### config.mk
export PLATFORM = sky130hd
export DESIGN_NAME = btn_conditioner
export DESIGN_NICKNAME = d
export VERILOG_FILES = /design/src/rtl/btn_pkg.sv /design/src/rtl/btn_conditioner_chan.sv /design/src/rtl/btn_conditioner.sv
export SDC_FILE = /design/constraint.sdc
export NUM_CORES = 1
export LEC_CHECK = 0
export CELL_PAD_IN_SITES_DETAIL_PLACEMENT = 1
export CELL_PAD_IN_SITES_GLOBAL_PLACEMENT = 1
export CORE_MARGIN = 3
export CORE_UTILIZATION = 40
export DETAILED_ROUTE_END_ITERATION = 12
export GPL_ROUTABILITY_DRIVEN = 0
export GPL_TIMING_DRIVEN = 0
export PLACE_DENSITY_LB_ADDON = 0.1
export SLEW_MARGIN = 20
export SYNTH_ARGS = -nofsm -noshare
export SYNTH_HDL_FRONTEND = slang
export SYNTH_SLANG_ARGS = --single-unit
export TNS_END_PERCENT = 5
### constraint.sdc
create_clock -name clk -period 4.6 [get_ports clk]
set_clock_uncertainty 0.1 [all_clocks]
set_input_delay 0.46 -clock clk [delete_from_list [all_inputs] [get_ports clk]]
set_output_delay 0.46 -clock clk [all_outputs]
set_load 0.02 [all_outputs]
### src/rtl/btn_pkg.sv
// Shared types and default timing constants for the button conditioner.
package btn_pkg;

   localparam int unsigned DEBOUNCE_CYCLES_DEFAULT  = 800000;
   localparam int unsigned LONGPRESS_CYCLES_DEFAULT = 80000000;

   typedef enum logic [1:0] {
      StReleased,
      StConfirmPress,
      StPressed,
      StConfirmRelease
   } btn_state_e;

   function automatic int unsigned max_u(input int unsigned a, input int unsigned b);
      return (a > b) ? a : b;
   endfunction

endpackage

### src/rtl/btn_conditioner_chan.sv
// One button channel: 2-flop synchronizer, debounce FSM and a saturating counter.
// Long-press hold counting exists only when BTN_CONDITIONER_LONGPRESS_EN is defined.
module btn_conditioner_chan
   import btn_pkg::*;
#(
   parameter int unsigned DEBOUNCE_CYCLES  = DEBOUNCE_CYCLES_DEFAULT,
   parameter int unsigned LONGPRESS_CYCLES = LONGPRESS_CYCLES_DEFAULT
) (
   input  logic clk_i,
   input  logic reset_i,
   input  logic raw_i,
   output logic level_o,
   output logic press_o,
   output logic release_o,
   output logic long_o
);

   localparam int unsigned CntW = $clog2(max_u(DEBOUNCE_CYCLES, LONGPRESS_CYCLES));
   // Confirm entry clears the counter, so the last confirm cycle sees DEBOUNCE_CYCLES-2.
   localparam logic [CntW-1:0] DebLast = CntW'(DEBOUNCE_CYCLES - 2);

   btn_state_e      state_q;
   logic [1:0]      sync_q;
   logic [CntW-1:0] cnt_q;
   logic [CntW-1:0] cnt_inc;
   logic            sync_in;
   logic            level_q;
   logic            press_q;
   logic            release_q;

`ifdef BTN_CONDITIONER_LONGPRESS_EN
   localparam logic [CntW-1:0] LongLast = CntW'(LONGPRESS_CYCLES - 1);
   logic long_q;
   logic long_done_q;
`endif

   assign sync_in = sync_q[1];
   assign cnt_inc = (cnt_q == {CntW{1'b1}}) ? cnt_q : cnt_q + CntW'(1);

   always_ff @(posedge clk_i) begin
      if (reset_i) begin
         sync_q    <= 2'b00;
         state_q   <= StReleased;
         cnt_q     <= '0;
         level_q   <= 1'b0;
         press_q   <= 1'b0;
         release_q <= 1'b0;
`ifdef BTN_CONDITIONER_LONGPRESS_EN
         long_q      <= 1'b0;
         long_done_q <= 1'b0;
`endif
      end else begin
         sync_q    <= {sync_q[0], raw_i};
         press_q   <= 1'b0;
         release_q <= 1'b0;
`ifdef BTN_CONDITIONER_LONGPRESS_EN
         long_q    <= 1'b0;
`endif
         unique case (state_q)
            StReleased: begin
               if (sync_in) begin
                  state_q <= StConfirmPress;
                  cnt_q   <= '0;
               end
            end
            StConfirmPress: begin
               if (!sync_in) begin
                  state_q <= StReleased;
                  cnt_q   <= '0;
               end else if (cnt_q == DebLast) begin
                  state_q <= StPressed;
                  cnt_q   <= '0;
                  level_q <= 1'b1;
                  press_q <= 1'b1;
`ifdef BTN_CONDITIONER_LONGPRESS_EN
                  long_done_q <= 1'b0;
`endif
               end else begin
                  cnt_q <= cnt_inc;
               end
            end
            StPressed: begin
               if (!sync_in) begin
                  state_q <= StConfirmRelease;
                  cnt_q   <= '0;
               end
`ifdef BTN_CONDITIONER_LONGPRESS_EN
               else begin
                  cnt_q <= cnt_inc;
                  if (cnt_q == LongLast && !long_done_q) begin
                     long_q      <= 1'b1;
                     long_done_q <= 1'b1;
                  end
               end
`endif
            end
            StConfirmRelease: begin
               if (sync_in) begin
                  state_q <= StPressed;
                  cnt_q   <= '0;
               end else if (cnt_q == DebLast) begin
                  state_q   <= StReleased;
                  cnt_q     <= '0;
                  level_q   <= 1'b0;
                  release_q <= 1'b1;
               end else begin
                  cnt_q <= cnt_inc;
               end
            end
            default: begin
               state_q <= StReleased;
               cnt_q   <= '0;
            end
         endcase
      end
   end

   assign level_o   = level_q;
   assign press_o   = press_q;
   assign release_o = release_q;

`ifdef BTN_CONDITIONER_LONGPRESS_EN
   assign long_o = long_q;
`else
   assign long_o = 1'b0;
`endif

endmodule

### src/rtl/btn_conditioner.sv
// NBTN independent debounced button channels with press/release/long-press pulses.
// Long-press detection is enabled by defining BTN_CONDITIONER_LONGPRESS_EN.
module btn_conditioner
   import btn_pkg::*;
#(
   parameter int unsigned NBTN             = 4,
   parameter int unsigned DEBOUNCE_CYCLES  = DEBOUNCE_CYCLES_DEFAULT,
   parameter int unsigned LONGPRESS_CYCLES = LONGPRESS_CYCLES_DEFAULT
) (
   input  logic            clk,
   input  logic            reset,
   input  logic [NBTN-1:0] btn_raw,
   output logic [NBTN-1:0] btn_level,
   output logic [NBTN-1:0] btn_press,
   output logic [NBTN-1:0] btn_release,
   output logic [NBTN-1:0] btn_long
);

   generate
      for (genvar i = 0; i < NBTN; i++) begin : g_chan
         btn_conditioner_chan #(
            .DEBOUNCE_CYCLES  (DEBOUNCE_CYCLES),
            .LONGPRESS_CYCLES (LONGPRESS_CYCLES)
         ) u_chan (
            .clk_i     (clk),
            .reset_i   (reset),
            .raw_i     (btn_raw[i]),
            .level_o   (btn_level[i]),
            .press_o   (btn_press[i]),
            .release_o (btn_release[i]),
            .long_o    (btn_long[i])
         );
      end
   endgenerate

endmodule

After elaboration in Yosys (flattened, before gate mapping)

Index checks and enable logic that the tools add are counted.

Flip-flop bits (word level): 136
Input port bits: 6
Output and inout port bits: 16
Logic and storage cells: 200

Add/sub/neg operators: 4
Eq/ne operators: 52
Muxes and demuxes: 80
Bitwise gates (word level): 12
Reductions and logical operators: 28

Operator list:

| kind                    | number |
|---|---|
| $mux W27                | 24 |
| $pmux W27 S4            | 4 |
| $add A27 B1 Y27 const B | 4 |
| $eq A27 B20 Y1 const B  | 4 |
| $eq A27 B27 Y1 const B  | 4 |
| $mux W2                 | 24 |
| $ne A2 B1 Y1 const B    | 16 |
| $pmux W2 S4             | 4 |
| $reduce_or A3 Y1        | 8 |
| $mux W1                 | 20 |
| $reduce_and A5 Y1       | 4 |
| $eq A2 B2 Y1 const B    | 8 |
| $ne A2 B2 Y1 const B    | 8 |
| $reduce_and A4 Y1       | 4 |
| $ne A3 B1 Y1 const B    | 4 |
| $ne A3 B3 Y1 const B    | 4 |
| $not A1 Y1              | 12 |
| $eq A2 B1 Y1 const B    | 4 |
| $logic_not A2 Y1        | 4 |
| $pmux W1 S2             | 4 |
| $reduce_and A2 Y1       | 4 |
| $reduce_bool A2 Y1      | 4 |

Depth between registers and ports, before layout

Depth in word-level cells: 5
Mapped depth: 10
Depth with buffers taken out: 8

Cells and area by module

From an unflattened synthesis, not the netlist that was laid out.

Cell total of the unflattened synthesis: 917
Area, all modules: 7857.5 µm²

Modules (own cells, without submodules):

| module                                       | times used | cells an instance | area an instance (µm²) | sequential area each (µm²) |
|---|---|---|---|---|
| btn_conditioner_chan at g_chan[0].u_chan ... | 3          | 227               | 1975.6                 | 680.7 |
| btn_conditioner_chan at g_chan[3].u_chan     | 1          | 236               | 1930.6                 | 680.7 |

Worst setup path after synthesis

OpenSTA, ideal clock, no wires.

Kind: reg-to-reg
From: reg g_chan[0].u_chan.cnt_q[0]
To: reg g_chan[0].u_chan.cnt_q[21]
Library setup time: 132 ps
Data arrival time: 1834 ps
Required time: 4368 ps
Setup slack: 2534 ps
Cell stages (with the launch flop): 11
Period minus slack after synthesis: 2066 ps
Cell sequence: dfxtp_1 > inv_1 > ha_1 > nor4b_1 > nand3_1 > o31ai_4 > buf_4 > buf_4 > a31oi_1 > o21ai_0 > a21oi_1

Cells in the longest elaborated chain, start to end: 5
Elaborated cells between the ends (all ways): 8

Ends and longest elaborated chain:

| element                                                  | RTL line                                                | source |
|---|---|---|
| start: declaration                                       | btn_conditioner_chan.sv:24                              | `logic [CntW-1:0] cnt_q;` |
| start signal: assignment                                 | btn_conditioner_chan.sv:79                              | `cnt_q <= cnt_inc;` |
| start signal: assignment                                 | btn_conditioner_chan.sv:107                             | `cnt_q <= cnt_inc;` |
| $add A27 B1 Y27 / $eq A27 B27 Y1 (equally long branches) | btn_conditioner_chan.sv:38                              | `assign cnt_inc = (cnt_q == {CntW{1'b1}}) ? cnt_q : cnt_q + CntW'(1);` |
| $mux W27                                                 | btn_conditioner_chan.sv:38                              |  |
| $mux W27 *                                               | btn_conditioner_chan.sv:70, btn_conditioner_chan.sv:101 |  |
| $mux W27, on equally long branches                       | btn_conditioner_chan.sv:98, btn_conditioner_chan.sv:67  |  |
| $pmux W27 S4 *                                           | btn_conditioner_chan.sv:59                              | `unique case (state_q)` |

Mark *: on every way between the ends. The rest lies on a longest branch, timed or not.
A chain may end at the register's enable or synchronous reset.

Final worst setup path

From: reg g_chan[0].u_chan.cnt_q[1]
To: reg g_chan[0].u_chan.cnt_q[21]

Same word-level chain as after synthesis.

==> impl_metrics.env <==
export IMPL_grt_pass1_wl_mm=39.5
export IMPL_worstPathRequired_ps=4770
export IMPL_min_to="g_chan[3].u_chan.sync_q[1]"
export IMPL_whs_path_depth=1
export IMPL_period_share=0.584
export IMPL_power_density_nw_per_um2=322
export IMPL_grt_total_usage=0.238
export IMPL_ctsResizeCount=0
export IMPL_synth_warnings=0
export IMPL_wl_mm=24.0
export IMPL_grt_pass1_vias=7379
export IMPL_clk_path_buf_depth=2
export IMPL_place_port_buffers=16
export IMPL_dr_first_iter_drc_count=445
export IMPL_drcViolationCount=0
export IMPL_slowest_stage="o31ai_4"
export IMPL_hold_viol=0
export IMPL_synth_main_ff_cell="dfxtp_1"
export IMPL_worst_slew_pin_slew_ps=917
export IMPL_setup_ws_ps=1910
export IMPL_routedWlPerCell_um=19.9
export IMPL_crit_path_cell_trace="ha_1 > nor4b_1 > nand3_1 > o31ai_4 > buf_4 > buf_4 > a31oi_1 > o21ai_0 > a21oi_1"
export IMPL_num_rows=49
export IMPL_rsz0062_at_grt="no"
export IMPL_area_delta_synth_final_pct=14.3
export IMPL_finalSetupViolations=0
export IMPL_synthArstFlopShare=0
export IMPL_timing_hold_ws_ps=339
export IMPL_antenna_found_initial=0
export IMPL_p_leak_nw=2.79
export IMPL_netlist_area_leader_share=0.360
export IMPL_vias=7442
export IMPL_path_depth=9
export IMPL_worstHoldStart="g_chan[3].u_chan.sync_q[0]"
export IMPL_fill_cells=2223
export IMPL_ys_seq_elements=136
export IMPL_cap_viol_max_count=0
export IMPL_dieArea_um2=20600
export IMPL_ir_drop_mv=0.226
export IMPL_status="complete, no violations"
export IMPL_slowest_delay_ps=470
export IMPL_postCtsSetupBuffers=0
export IMPL_postRouteAntennaNets=0
export IMPL_dp_final_hpwl_mm=16.5
export IMPL_drive_above_1_share=0.110
export IMPL_arrival_ps=2860
export IMPL_r2r_slack_ps=1910
export IMPL_routed_via_density=6.15
export IMPL_nets=981
export IMPL_overflow=0
export IMPL_clk_pin_slew_ps=60
export IMPL_die_height_um=144
export IMPL_multi_input_area_um2=4380
export IMPL_initial_core_util=0.414
export IMPL_ioPinCount=22
export IMPL_timing_rr_start="g_chan[0].u_chan.cnt_q[1]"
export IMPL_startpoint_type="register"
export IMPL_synth_area_leader_cell="dfxtp_1"
export IMPL_seq_area_frac_synth=0.360
export IMPL_fmax_mhz=372
export IMPL_syn_area_um2=7560
export IMPL_h_tree_depth=4
export IMPL_cts_inserted_buffers=17
export IMPL_crit_type="reg2reg"
export IMPL_syn_avg_cell_area_um2=8.14
export IMPL_ff2ff_path_depth=9
export IMPL_period_minus_slack_ps=2690
export IMPL_cts_tree="built"
export IMPL_cts_hold_buf=0
export IMPL_syn_inst=929
export IMPL_timing_final_max_slew_violations=0
export IMPL_crit_path_max_fanout=10
export IMPL_worstSkewPairLatency_ps=420
export IMPL_regArea_um2=2720
export IMPL_pre_cts_slack_ps=1990
export IMPL_grt_max_degree=17
export IMPL_totalNegativeSetupSlack_ps=0
export IMPL_dr_pass1_iters=5
export IMPL_cts_root_buf="clkbuf_16"
export IMPL_end_kind="register"
export IMPL_slew_headroom=0.389
export IMPL_core_area_um2=18300
export IMPL_critical_path_top_delay_family="compound AO/OA/AOI/OAI gates"
export IMPL_cp_num_buf_inv=2
export IMPL_hp_class="reg2reg"
export IMPL_yosys_top_cells_area="dfxtp_1 (36%), a21oi_1 (5.0%), a311oi_1 (4.3%)"
export IMPL_synth_cell_types=79
export IMPL_rr_endpoint="g_chan[0].u_chan.cnt_q[21]"
export IMPL_cpMostUsedCell="buf_4"
export IMPL_clock_sinks=136
export IMPL_die_x_um=144
export IMPL_synth_edf_count=0
==> layer usage <==
metal  vias up  global-route usage  routed length [µm]
met3        14              0.0339                 756
li1       3617                   -                   -
met2       129               0.387               11100
met4         0              0.0619                 210
met5         -                   0                   0
met1      3682               0.332               11900
==> cells by family (layout without fill, tap and decap cells) <==
group,Yosys count,count (layout),share of synthesized area
XOR/XNOR,10,10,0.0116
adder cells (fa/ha/maj),8,8,0.0132
multiplexers,4,4,0.00529
other,1,5,0.000496
flip-flops,136,136,0.360
AO/OA/AOI/OAI,272,272,0.242
AND/OR/NAND/NOR,412,412,0.305
buffers and inverters,86,134,0.0627
==> layout by cell type, fill, tap and decap left out, types with 7 or more instances in the layout <==
cell type and n:
a211oi_1 10, a21oi_1 75, a311oi_1 37, a31oi_1 35
a41oi_1 11, and2_1 13, and3_1 20, and4_1 11
buf_2 15, buf_4 23, clkbuf_1 31, clkbuf_16 17
clkbuf_8 7, clkdlybuf4s50_1 16, dfxtp_1 136, ha_1 8
inv_1 14, nand2_1 86, nand2b_1 8, nand3_1 37
nand4_1 33, nor2_1 70, nor2b_1 10, nor3_1 39
nor4_1 23, nor4b_1 11, o21ai_0 59, or4_1 11
==> worst register-to-register path: stages, from the launching register on <==
cell	delay, ps
dfxtp_1	440
ha_1	210
nor4b_1	240
nand3_1	240
o31ai_4	470
buf_4	260
buf_4	220
a31oi_1	60
o21ai_0	220
a21oi_1	80
==> area by class of cell <==
| class | instances | area share |
|---|---|---|
| multi-input cells | 710 | 0.506 |
| flip-flops and latches | 136 | 0.315 |
| clock buffers | 23 | 0.0553 |
| diodes | 1 | 0.000289 |
| plain buffers | 72 | 0.0488 |
| clock inverters | 9 | 0.0168 |
| inverters | 14 | 0.00608 |
| well taps | 229 | 0.0331 |
| repair buffers | 16 | 0.0185 |
==> synthesized netlist by cell type (all sizes together) (3+ instances only) <==
cell,n
dfxtp,136
nand2,86
a21oi,75
nor2,71
o21ai,60
nor3,40
nand3,39
buf,38
a311oi,37
nand4,37
a31oi,35
clkbuf,33
nor4,25
and3,21
and2,15
inv,14
and4,12
nor4b,12
or4,12
a41oi,11
a211oi,10
nor2b,10
ha,8
nand2b,8
o31ai,6
or2,6
xor2,6
nand4b,5
o211a,5
o21a,5
o31a,5
or3,5
mux2i,4
xnor2,4
nor3b,3
or4b,3
==> state kept, by name (all words and copies together) (netlist names), named ones only <==
signal and count:
g_chan.u_chan.cnt_q 108, g_chan.u_chan.state_q 4, g_chan.u_chan.release_o 4, g_chan.u_chan.level_o 4, g_chan.u_chan.press_o 4, g_chan.u_chan.sync_q 8
==> worst max-delay path by stage <==
stage | start | end | slack [ps]
2_1_floorplan | g_chan[0].u_chan.cnt_q[0] | g_chan[0].u_chan.cnt_q[21] | 2530
3_3_place_gp | g_chan[0].u_chan.cnt_q[1] | g_chan[0].u_chan.cnt_q[21] | 2000
3_5_place_dp | g_chan[0].u_chan.cnt_q[1] | g_chan[0].u_chan.cnt_q[21] | 1990
4_1_cts | g_chan[0].u_chan.cnt_q[1] | g_chan[0].u_chan.cnt_q[21] | 1950
5_1_grt | g_chan[0].u_chan.cnt_q[0] | g_chan[0].u_chan.cnt_q[21] | 1740
6_report | g_chan[0].u_chan.cnt_q[1] | g_chan[0].u_chan.cnt_q[21] | 1910
==> stage by stage <==
step           std cells  area (µm²)  power, mW  utilization
2_1_floorplan        932        7570       1.29            -
3_3_place_gp        1177        8020       1.34        0.439
3_5_place_dp        1177        8020       1.34        0.439
4_1_cts             1209        8640       2.81        0.473
5_1_grt             1209        8640       2.87        0.473
6_report            1210        8650       2.78        0.473
==> where the power goes <==
part | switching (mW) | internal [mW] | total, mW
clock network | 0.527 | 0.947 | 1.47
logic | 0.0800 | 0.0369 | 0.117
registers | 0.00703 | 1.19 | 1.19
total | 0.614 | 2.17 | 2.78
Power figures use the tool's default switching activity.
